--- src/rtl/VX_gpu_pkg.sv ---
// -----------------------------------------------------------------------------
// VX_gpu_pkg
// Shared definitions for the dcache tag tracker slice:
//   - mem_tag_width() : derives the narrow memory-side tag width from the
//                       number of outstanding read slots.
//   - DEF_NUM_ENTRIES / DEF_MEM_TAG_WIDTH : default slot count and its tag width.
//   - mem_tag_id_t    : outstanding-ID type for the default configuration.
// -----------------------------------------------------------------------------
package VX_gpu_pkg;

  // A single-entry tracker still needs a 1-bit tag port.
  function automatic int mem_tag_width(input int entries);
    return (entries > 1) ? $clog2(entries) : 1;
  endfunction

  localparam int DEF_NUM_ENTRIES   = 8;
  localparam int DEF_MEM_TAG_WIDTH = mem_tag_width(DEF_NUM_ENTRIES);

  typedef logic [DEF_MEM_TAG_WIDTH-1:0] mem_tag_id_t;

endpackage

--- src/rtl/vx_mem_tag_tracker_chk.sv ---
// -----------------------------------------------------------------------------
// vx_mem_tag_tracker_chk
// Simulation-only property checks for the tag tracker.
// Ports:
//   clk, reset   : clock, asynchronous active-high reset
//   i_full       : allocator full flag
//   i_pending    : outstanding read count
//   i_alloc      : read allocation this cycle
//   i_rsp_fire   : memory response handshake this cycle
//   i_free_hit   : the returning ID was allocated
// -----------------------------------------------------------------------------
module vx_mem_tag_tracker_chk #(
  parameter int NUM_ENTRIES = 8,
  parameter int CNT_WIDTH   = $clog2(NUM_ENTRIES + 1)
) (
  input logic                 clk,
  input logic                 reset,
  input logic                 i_full,
  input logic [CNT_WIDTH-1:0] i_pending,
  input logic                 i_alloc,
  input logic                 i_rsp_fire,
  input logic                 i_free_hit
);

  a_full_iff_pending_max : assert property (@(posedge clk) disable iff (reset)
    (i_pending == CNT_WIDTH'(NUM_ENTRIES)) == i_full);

  a_no_alloc_when_full : assert property (@(posedge clk) disable iff (reset)
    !(i_alloc && i_full));

  a_rsp_tag_allocated : assert property (@(posedge clk) disable iff (reset)
    i_rsp_fire |-> i_free_hit);

endmodule

--- src/rtl/vx_tag_alloc.sv ---
// -----------------------------------------------------------------------------
// vx_tag_alloc
// Outstanding-ID allocator: valid bitmap, lowest-free priority encoder,
// full flag and outstanding count.
// Ports:
//   clk, reset     : clock, asynchronous active-high reset
//   i_alloc        : take the ID presented on o_alloc_id this cycle
//   i_free         : release i_free_id this cycle
//   i_free_id      : ID being released
//   o_alloc_id     : lowest-index free ID (0 when full)
//   o_full         : every ID is in use (registered state only)
//   o_pending      : number of IDs in use
//   o_free_hit     : the ID being released was actually allocated
// -----------------------------------------------------------------------------
module vx_tag_alloc
  import VX_gpu_pkg::*;
#(
  parameter int NUM_ENTRIES = 8,
  parameter int ID_WIDTH    = mem_tag_width(NUM_ENTRIES),
  parameter int CNT_WIDTH   = $clog2(NUM_ENTRIES + 1)
) (
  input  logic                 clk,
  input  logic                 reset,
  input  logic                 i_alloc,
  input  logic                 i_free,
  input  logic [ID_WIDTH-1:0]  i_free_id,
  output logic [ID_WIDTH-1:0]  o_alloc_id,
  output logic                 o_full,
  output logic [CNT_WIDTH-1:0] o_pending,
  output logic                 o_free_hit
);

  logic [NUM_ENTRIES-1:0] r_valid;
  logic [CNT_WIDTH-1:0]   r_pending;
  logic [ID_WIDTH-1:0]    w_alloc_id;
  logic [NUM_ENTRIES-1:0] w_set_mask;
  logic [NUM_ENTRIES-1:0] w_clr_mask;
  logic                   w_free_hit;

  // Lowest-index clear bit; scanning downward lets the last hit win.
  always_comb begin
    w_alloc_id = '0;
    for (int i = NUM_ENTRIES - 1; i >= 0; i--) begin
      w_alloc_id = r_valid[i] ? w_alloc_id : ID_WIDTH'(i);
    end
  end

  // Releasing an ID that was never allocated must not disturb the bitmap
  // or the count.
  assign w_free_hit = i_free & r_valid[i_free_id];
  assign w_set_mask = i_alloc    ? (NUM_ENTRIES'(1'b1) << w_alloc_id) : '0;
  assign w_clr_mask = w_free_hit ? (NUM_ENTRIES'(1'b1) << i_free_id)  : '0;

  // Valid bitmap and outstanding counter; alloc and free in one cycle cancel.
  always_ff @(posedge clk or posedge reset) begin
    if (reset) begin
      r_valid   <= '0;
      r_pending <= '0;
    end else begin
      r_valid <= (r_valid | w_set_mask) & ~w_clr_mask;
      case ({i_alloc, w_free_hit})
        2'b10:   r_pending <= r_pending + CNT_WIDTH'(1'b1);
        2'b01:   r_pending <= r_pending - CNT_WIDTH'(1'b1);
        default: r_pending <= r_pending;
      endcase
    end
  end

  assign o_alloc_id = w_alloc_id;
  assign o_full     = &r_valid;
  assign o_pending  = r_pending;
  assign o_free_hit = w_free_hit;

endmodule

--- src/rtl/vx_mem_tag_tracker.sv ---
// -----------------------------------------------------------------------------
// vx_mem_tag_tracker
// Single-lane adapter between a core dcache port and a memory port with a
// narrow tag. Reads get a small outstanding ID; the wide core tag is parked
// in a table and restored when the response returns through a one-entry
// response register. Writes pass straight through with tag 0.
// Ports:
//   clk, reset           : clock, asynchronous active-high reset
//   core_req_*           : core request (valid/ready, rw, byteen, addr, flags, data, tag)
//   core_rsp_*           : core response (valid/ready, data, restored tag)
//   mem_req_*            : forwarded request, tag replaced by the allocated ID
//   mem_rsp_*            : memory response (valid/ready, data, ID)
//   pending              : outstanding read count
//   busy                 : reads outstanding or a response held
// -----------------------------------------------------------------------------
module vx_mem_tag_tracker
  import VX_gpu_pkg::*;
#(
  parameter int WORD_SIZE      = 4,
  parameter int ADDR_WIDTH     = 30,
  parameter int FLAGS_WIDTH    = 1,
  parameter int CORE_TAG_WIDTH = 16,
  parameter int NUM_ENTRIES    = 8,
  parameter int MEM_TAG_WIDTH  = mem_tag_width(NUM_ENTRIES)
) (
  input  logic                               clk,
  input  logic                               reset,
  input  logic                               core_req_valid,
  input  logic                               core_req_rw,
  input  logic [WORD_SIZE-1:0]               core_req_byteen,
  input  logic [ADDR_WIDTH-1:0]              core_req_addr,
  input  logic [FLAGS_WIDTH-1:0]             core_req_flags,
  input  logic [WORD_SIZE*8-1:0]             core_req_data,
  input  logic [CORE_TAG_WIDTH-1:0]          core_req_tag,
  output logic                               core_req_ready,
  output logic                               core_rsp_valid,
  output logic [WORD_SIZE*8-1:0]             core_rsp_data,
  output logic [CORE_TAG_WIDTH-1:0]          core_rsp_tag,
  input  logic                               core_rsp_ready,
  output logic                               mem_req_valid,
  output logic                               mem_req_rw,
  output logic [WORD_SIZE-1:0]               mem_req_byteen,
  output logic [ADDR_WIDTH-1:0]              mem_req_addr,
  output logic [FLAGS_WIDTH-1:0]             mem_req_flags,
  output logic [WORD_SIZE*8-1:0]             mem_req_data,
  output logic [MEM_TAG_WIDTH-1:0]           mem_req_tag,
  input  logic                               mem_req_ready,
  input  logic                               mem_rsp_valid,
  input  logic [WORD_SIZE*8-1:0]             mem_rsp_data,
  input  logic [MEM_TAG_WIDTH-1:0]           mem_rsp_tag,
  output logic                               mem_rsp_ready,
  output logic [$clog2(NUM_ENTRIES+1)-1:0]   pending,
  output logic                               busy
);

  localparam int PEND_WIDTH = $clog2(NUM_ENTRIES + 1);

  logic                      w_full;
  logic                      w_req_open;
  logic                      w_alloc;
  logic                      w_rsp_fire;
  logic                      w_free_hit;
  logic [MEM_TAG_WIDTH-1:0]  w_alloc_id;
  logic [PEND_WIDTH-1:0]     w_pending;

  logic [CORE_TAG_WIDTH-1:0] r_tag_table [NUM_ENTRIES];
  logic                      r_rsp_valid;
  logic [WORD_SIZE*8-1:0]    r_rsp_data;
  logic [CORE_TAG_WIDTH-1:0] r_rsp_tag;

  // Writes never need an ID, so only reads are throttled by a full table.
  assign w_req_open     = core_req_rw | ~w_full;
  assign mem_req_valid  = core_req_valid & w_req_open;
  assign core_req_ready = mem_req_ready & w_req_open;
  assign w_alloc        = core_req_valid & core_req_ready & ~core_req_rw;

  assign mem_req_rw     = core_req_rw;
  assign mem_req_byteen = core_req_byteen;
  assign mem_req_addr   = core_req_addr;
  assign mem_req_flags  = core_req_flags;
  assign mem_req_data   = core_req_data;
  assign mem_req_tag    = core_req_rw ? '0 : w_alloc_id;

  // The response register may take a new beat whenever it is empty or draining.
  assign mem_rsp_ready  = ~r_rsp_valid | core_rsp_ready;
  assign w_rsp_fire     = mem_rsp_valid & mem_rsp_ready;

  vx_tag_alloc #(
    .NUM_ENTRIES (NUM_ENTRIES),
    .ID_WIDTH    (MEM_TAG_WIDTH),
    .CNT_WIDTH   (PEND_WIDTH)
  ) u_alloc (
    .clk        (clk),
    .reset      (reset),
    .i_alloc    (w_alloc),
    .i_free     (w_rsp_fire),
    .i_free_id  (mem_rsp_tag),
    .o_alloc_id (w_alloc_id),
    .o_full     (w_full),
    .o_pending  (w_pending),
    .o_free_hit (w_free_hit)
  );

  // Tag table: contents are meaningless until written, so no reset.
  always_ff @(posedge clk) begin
    if (w_alloc) begin
      r_tag_table[w_alloc_id] <= core_req_tag;
    end else begin
      r_tag_table[w_alloc_id] <= r_tag_table[w_alloc_id];
    end
  end

  // One-entry response register; a stale tag is still forwarded so the core
  // never stalls on a protocol error downstream.
  always_ff @(posedge clk or posedge reset) begin
    if (reset) begin
      r_rsp_valid <= 1'b0;
      r_rsp_data  <= '0;
      r_rsp_tag   <= '0;
    end else if (w_rsp_fire) begin
      r_rsp_valid <= 1'b1;
      r_rsp_data  <= mem_rsp_data;
      r_rsp_tag   <= r_tag_table[mem_rsp_tag];
    end else if (core_rsp_ready) begin
      r_rsp_valid <= 1'b0;
    end else begin
      r_rsp_valid <= r_rsp_valid;
    end
  end

  assign core_rsp_valid = r_rsp_valid;
  assign core_rsp_data  = r_rsp_data;
  assign core_rsp_tag   = r_rsp_tag;
  assign pending        = w_pending;
  assign busy           = (w_pending != '0) | r_rsp_valid;

  vx_mem_tag_tracker_chk #(
    .NUM_ENTRIES (NUM_ENTRIES),
    .CNT_WIDTH   (PEND_WIDTH)
  ) u_chk (
    .clk        (clk),
    .reset      (reset),
    .i_full     (w_full),
    .i_pending  (w_pending),
    .i_alloc    (w_alloc),
    .i_rsp_fire (w_rsp_fire),
    .i_free_hit (w_free_hit)
  );

endmodule

--- config.mk ---
export PLATFORM = sky130hd
export DESIGN_NAME = vx_mem_tag_tracker
export DESIGN_NICKNAME = d
export VERILOG_FILES = /design/src/rtl/VX_gpu_pkg.sv /design/src/rtl/vx_mem_tag_tracker_chk.sv /design/src/rtl/vx_tag_alloc.sv /design/src/rtl/vx_mem_tag_tracker.sv
export SDC_FILE = /design/constraint.sdc
export NUM_CORES = 1
export LEC_CHECK = 0
export CORE_ASPECT_RATIO = 0.9
export CORE_MARGIN = 5
export CORE_UTILIZATION = 51
export CTS_CLUSTER_SIZE = 20
export DETAILED_ROUTE_END_ITERATION = 7
export GPL_TIMING_DRIVEN = 0
export PLACE_DENSITY = 0.83
export SLEW_MARGIN = 20
export SYNTH_ARGS = -nofsm -noshare
export SYNTH_HDL_FRONTEND = slang
export SYNTH_HIERARCHICAL = 1
export SYNTH_SLANG_ARGS = --single-unit
--- constraint.sdc ---
create_clock -name clk -period 9.7 [get_ports clk]
set_input_delay 1.94 -clock clk [delete_from_list [all_inputs] [get_ports clk]]
set_output_delay 1.94 -clock clk [all_outputs]
set_load 0.02 [all_outputs]
==> results.json <==
{
  "syn_area_per_cell_um2": 15.1,
  "rsz0062_at_grt": "false",
  "r2r_start": "core_rsp_valid$_DFFE_PP0P_",
  "fmax_mhz": 186,
  "p_sw_frac": 0.276,
  "fin_util": 0.693,
  "clockBufferDepth": 2,
  "grt_max_degree": 50,
  "cts_hold_buffers": 0,
  "netlist_area_um2": 8280,
  "wl_per_cell_um": 22.7,
  "viasPerCell": 5.55,
  "rows": 44,
  "hp-start": "core_rsp_data[21]$_DFFE_PP0P_",
  "synth_cells": 547,
  "worstSetupEndpoint": "mem_req_valid",
  "arrival_ns": 3.44,
  "holdWs_ns": 0.508,
  "cts_setup_buffers": 0,
  "cts_resized": 0,
  "cts.reportedPaths.clkPinSlew_ns": 0.06,
  "power_frac_clock": 0.318,
  "track_usage": 0.232,
  "seq_area_frac_synth": 0.648,
  "fin_tns_setup_ns": 0,
  "grt_pass1_wl_um": 32100,
  "drive_above_1_share": 0.278,
  "crit_type": "input port to output pin",
  "switching_power_mw": 0.577,
  "pwr-share-comb": 0.216,
  "place_congestion": 0.839,
  "max_slew_margin": 0.509,
  "post-route-drc-count": 0,
  "ys_ff_latch": 189,
  "seqPwrFrac": 0.466,
  "h-tree-depth": 4,
  "end_kind": "output pin",
  "hp-class": "flip-flop to flip-flop",
  "ys_warn_count": 6,
  "fin_worst_skew_ns": 0.0139,
  "postRouteAntennaNets": 0,
  "clock-sinks": 189,
  "internal-power_mw": 1.52,
  "max-cap-violations": 0,
  "syn_nets": 676,
  "period_share": 0.555,
  "path_max_fanout": 7,
  "cp.required_ns": 7.76,
  "routed_wl_um": 22300,
  "outcome": "finished clean",
  "ir_worst_vdd_mv": 0.219,
  "die_area_um2": 18900,
  "grt-ovfl-total": 0,
  "tritoncts": "yes",
  "regToRegEndpoint": "u_alloc/o_pending[3]$_DFFE_PP0P_",
  "initial_core_util": 0.517,
  "cts_buffers": 17,
  "io_pins": 253,
  "maxSlewViolCount": 0,
  "portBuffers": 185,
  "async_flop_share": 0.323,
  "first_pass_iters": 5,
  "dieHeight_um": 131,
  "setup.worst_path.start_class": "input port",
  "hold_viol_final": 0,
  "nets": 890,
  "powerDensity_nw_per_um2": 188,
  "grt_pass1_vias": 5656,
  "syn2layout_area_growth_pct": 34.0,
  "cts_root_buf": "clkbuf_16",
  "layout_min_cycle_time_ns": 5.38,
  "dp_hpwl_um": 16500,
  "p_leak_nw": 4.21,
  "setup_violations": 0,
  "synth_edf_count": 128,
  "antenna_found_initial": 0,
  "r2r_slack_ns": 6.34,
  "synth_ff_type": "edfxtp_1",
  "vias": 5440,
  "crit_path_start": "core_req_rw",
  "rr_worst_depth": 13,
  "coreArea_um2": 16000,
  "diodes": 0,
  "first_iter_violations": 381,
  "worst_pin_slew_ns": 0.736,
  "worstSkewPairLatency_ns": 0.43,
  "synth.distinct_cells": 44,
  "die_w_um": 144
}
[cells in the mapped netlist (all sizes together), types with 4 or more instances]
master  number  area [um^2]
inv         13         48.8
clkbuf       7         27.5
nor2b        8         57.6
mux2        65          732
o21ai       28          140
nor2         9         33.8
o31ai       20          230
nand2       15         56.3
nand2b       6         37.5
edfxtp     128         3840
mux2i       33          330
dfrtp       61         1530
nor3         4         20.0
nand3        4         20.0
buf         83          652
a22o        16          140
o22ai       16          100
[cells in the final DEF (no fill, tap or decap), types with 2 or more instances in the layout]
master and instances:
buf_4 75, ha_1 3, buf_6 11, clkbuf_1 10
a22o_1 16, inv_1 11, buf_2 2, o21ai_0 28
nor3_2 2, a31oi_1 3, clkbuf_16 17, o22ai_1 16
edfxtp_1 128, nor3b_1 3, mux4_2 2, nor2b_1 7
clkdlybuf4s50_1 185, mux2_2 64, and2_1 3, nor2_2 6
a41oi_1 2, buf_8 5, dfrtp_1 61, clkinv_4 5
mux2i_1 33, o31ai_2 16, nor2_1 3, inv_6 2
o31ai_1 4, nand2_1 15, nand2b_1 6, nor3_1 2
nand3_1 4, a21oi_1 3
[flip-flops by register name, indices dropped and copies added, names as in the netlist]
| name | count |
|---|---|
| u_alloc/r_valid | 8 |
| core_rsp_tag | 16 |
| u_alloc/o_pending | 4 |
| core_rsp_data | 32 |
| r_tag_table | 128 |
| core_rsp_valid | 1 |
[metal layers]
layer,GRT usage,up-vias,wire length (um)
met5,0,-,0
met4,0.0861,0,618
met3,0.0666,37,2000
met2,0.425,292,11900
met1,0.256,2691,7810
li1,-,2420,-
[per-stage QoR]
stage / area [um^2] / cells / total power [mW] / setup slack, ns
global route: 11100 / 981 / 2.17 / 4.27
detailed placement: 10500 / 949 / 1.44 / 4.33
global placement: 10400 / 939 / 1.42 / 4.11
floorplan: 8280 / 547 / 1.23 / 5.36
finish: 11100 / 981 / 2.09 / 4.32
CTS: 11100 / 981 / 2.10 / 4.32
[area by class of cell]
cell class / instances / area (um^2)
Inverter: 13 / 51.3
Buffer: 90 / 679
Clock buffer: 22 / 454
Clock inverter: 10 / 108
Tap cell: 207 / 259
Sequential cell: 189 / 5370
Fill cell: 1046 / 4920
Multi-Input combinational cell: 255 / 2210
Timing Repair Buffer: 195 / 1970
[cell families (layout without fill, tap and decap cells)]
logic type | Yosys count | count (layout) | synth area share
muxes | 100 | 100 | 0.134
DFF | 189 | 189 | 0.648
and+or+nand+nor | 58 | 58 | 0.0379
buffers and inverters | 103 | 330 | 0.0879
xor gates and xnor gates | 2 | 2 | 0.00211
AOI/OAI and AO/OA | 91 | 91 | 0.0832
adders and majority gates | 4 | 4 | 0.00695
[power by group through the flow]
| stage | registers, mW | clock network [mW] | logic [mW] |
|---|---|---|---|
| after floorplan | 1.03 | 0 | 0.200 |
| after global placement | 0.987 | 0 | 0.430 |
| after detailed placement | 0.991 | 0 | 0.451 |
| after CTS | 0.975 | 0.670 | 0.453 |
| after global routing | 0.983 | 0.706 | 0.480 |
| final | 0.976 | 0.665 | 0.452 |
[how the worst min path moves through the flow]
| stage | endpoint | slack [ns] | depth (start not counted) |
|---|---|---|---|
| 2_1_floorplan | u_alloc/r_valid[5]$_DFF_PP0_ | 0.50 | 1 |
| 3_5_place_dp | core_rsp_data[21]$_DFFE_PP0P_ | 0.49 | 1 |
| 4_1_cts | core_rsp_data[21]$_DFFE_PP0P_ | 0.51 | 1 |
| 6_report | core_rsp_data[21]$_DFFE_PP0P_ | 0.51 | 1 |
| 3_3_place_gp | core_rsp_data[20]$_DFFE_PP0P_ | 0.49 | 1 |
| 5_1_grt | core_rsp_data[9]$_DFFE_PP0P_ | 0.52 | 1 |
[worst max-delay path, stage by stage]
cell and delay, ns:
clkdlybuf4s50_1 0.59, nand2b_1 0.15, and2_1 0.14, clkdlybuf4s50_1 0.62
Power figures use the tool's default switching activity.
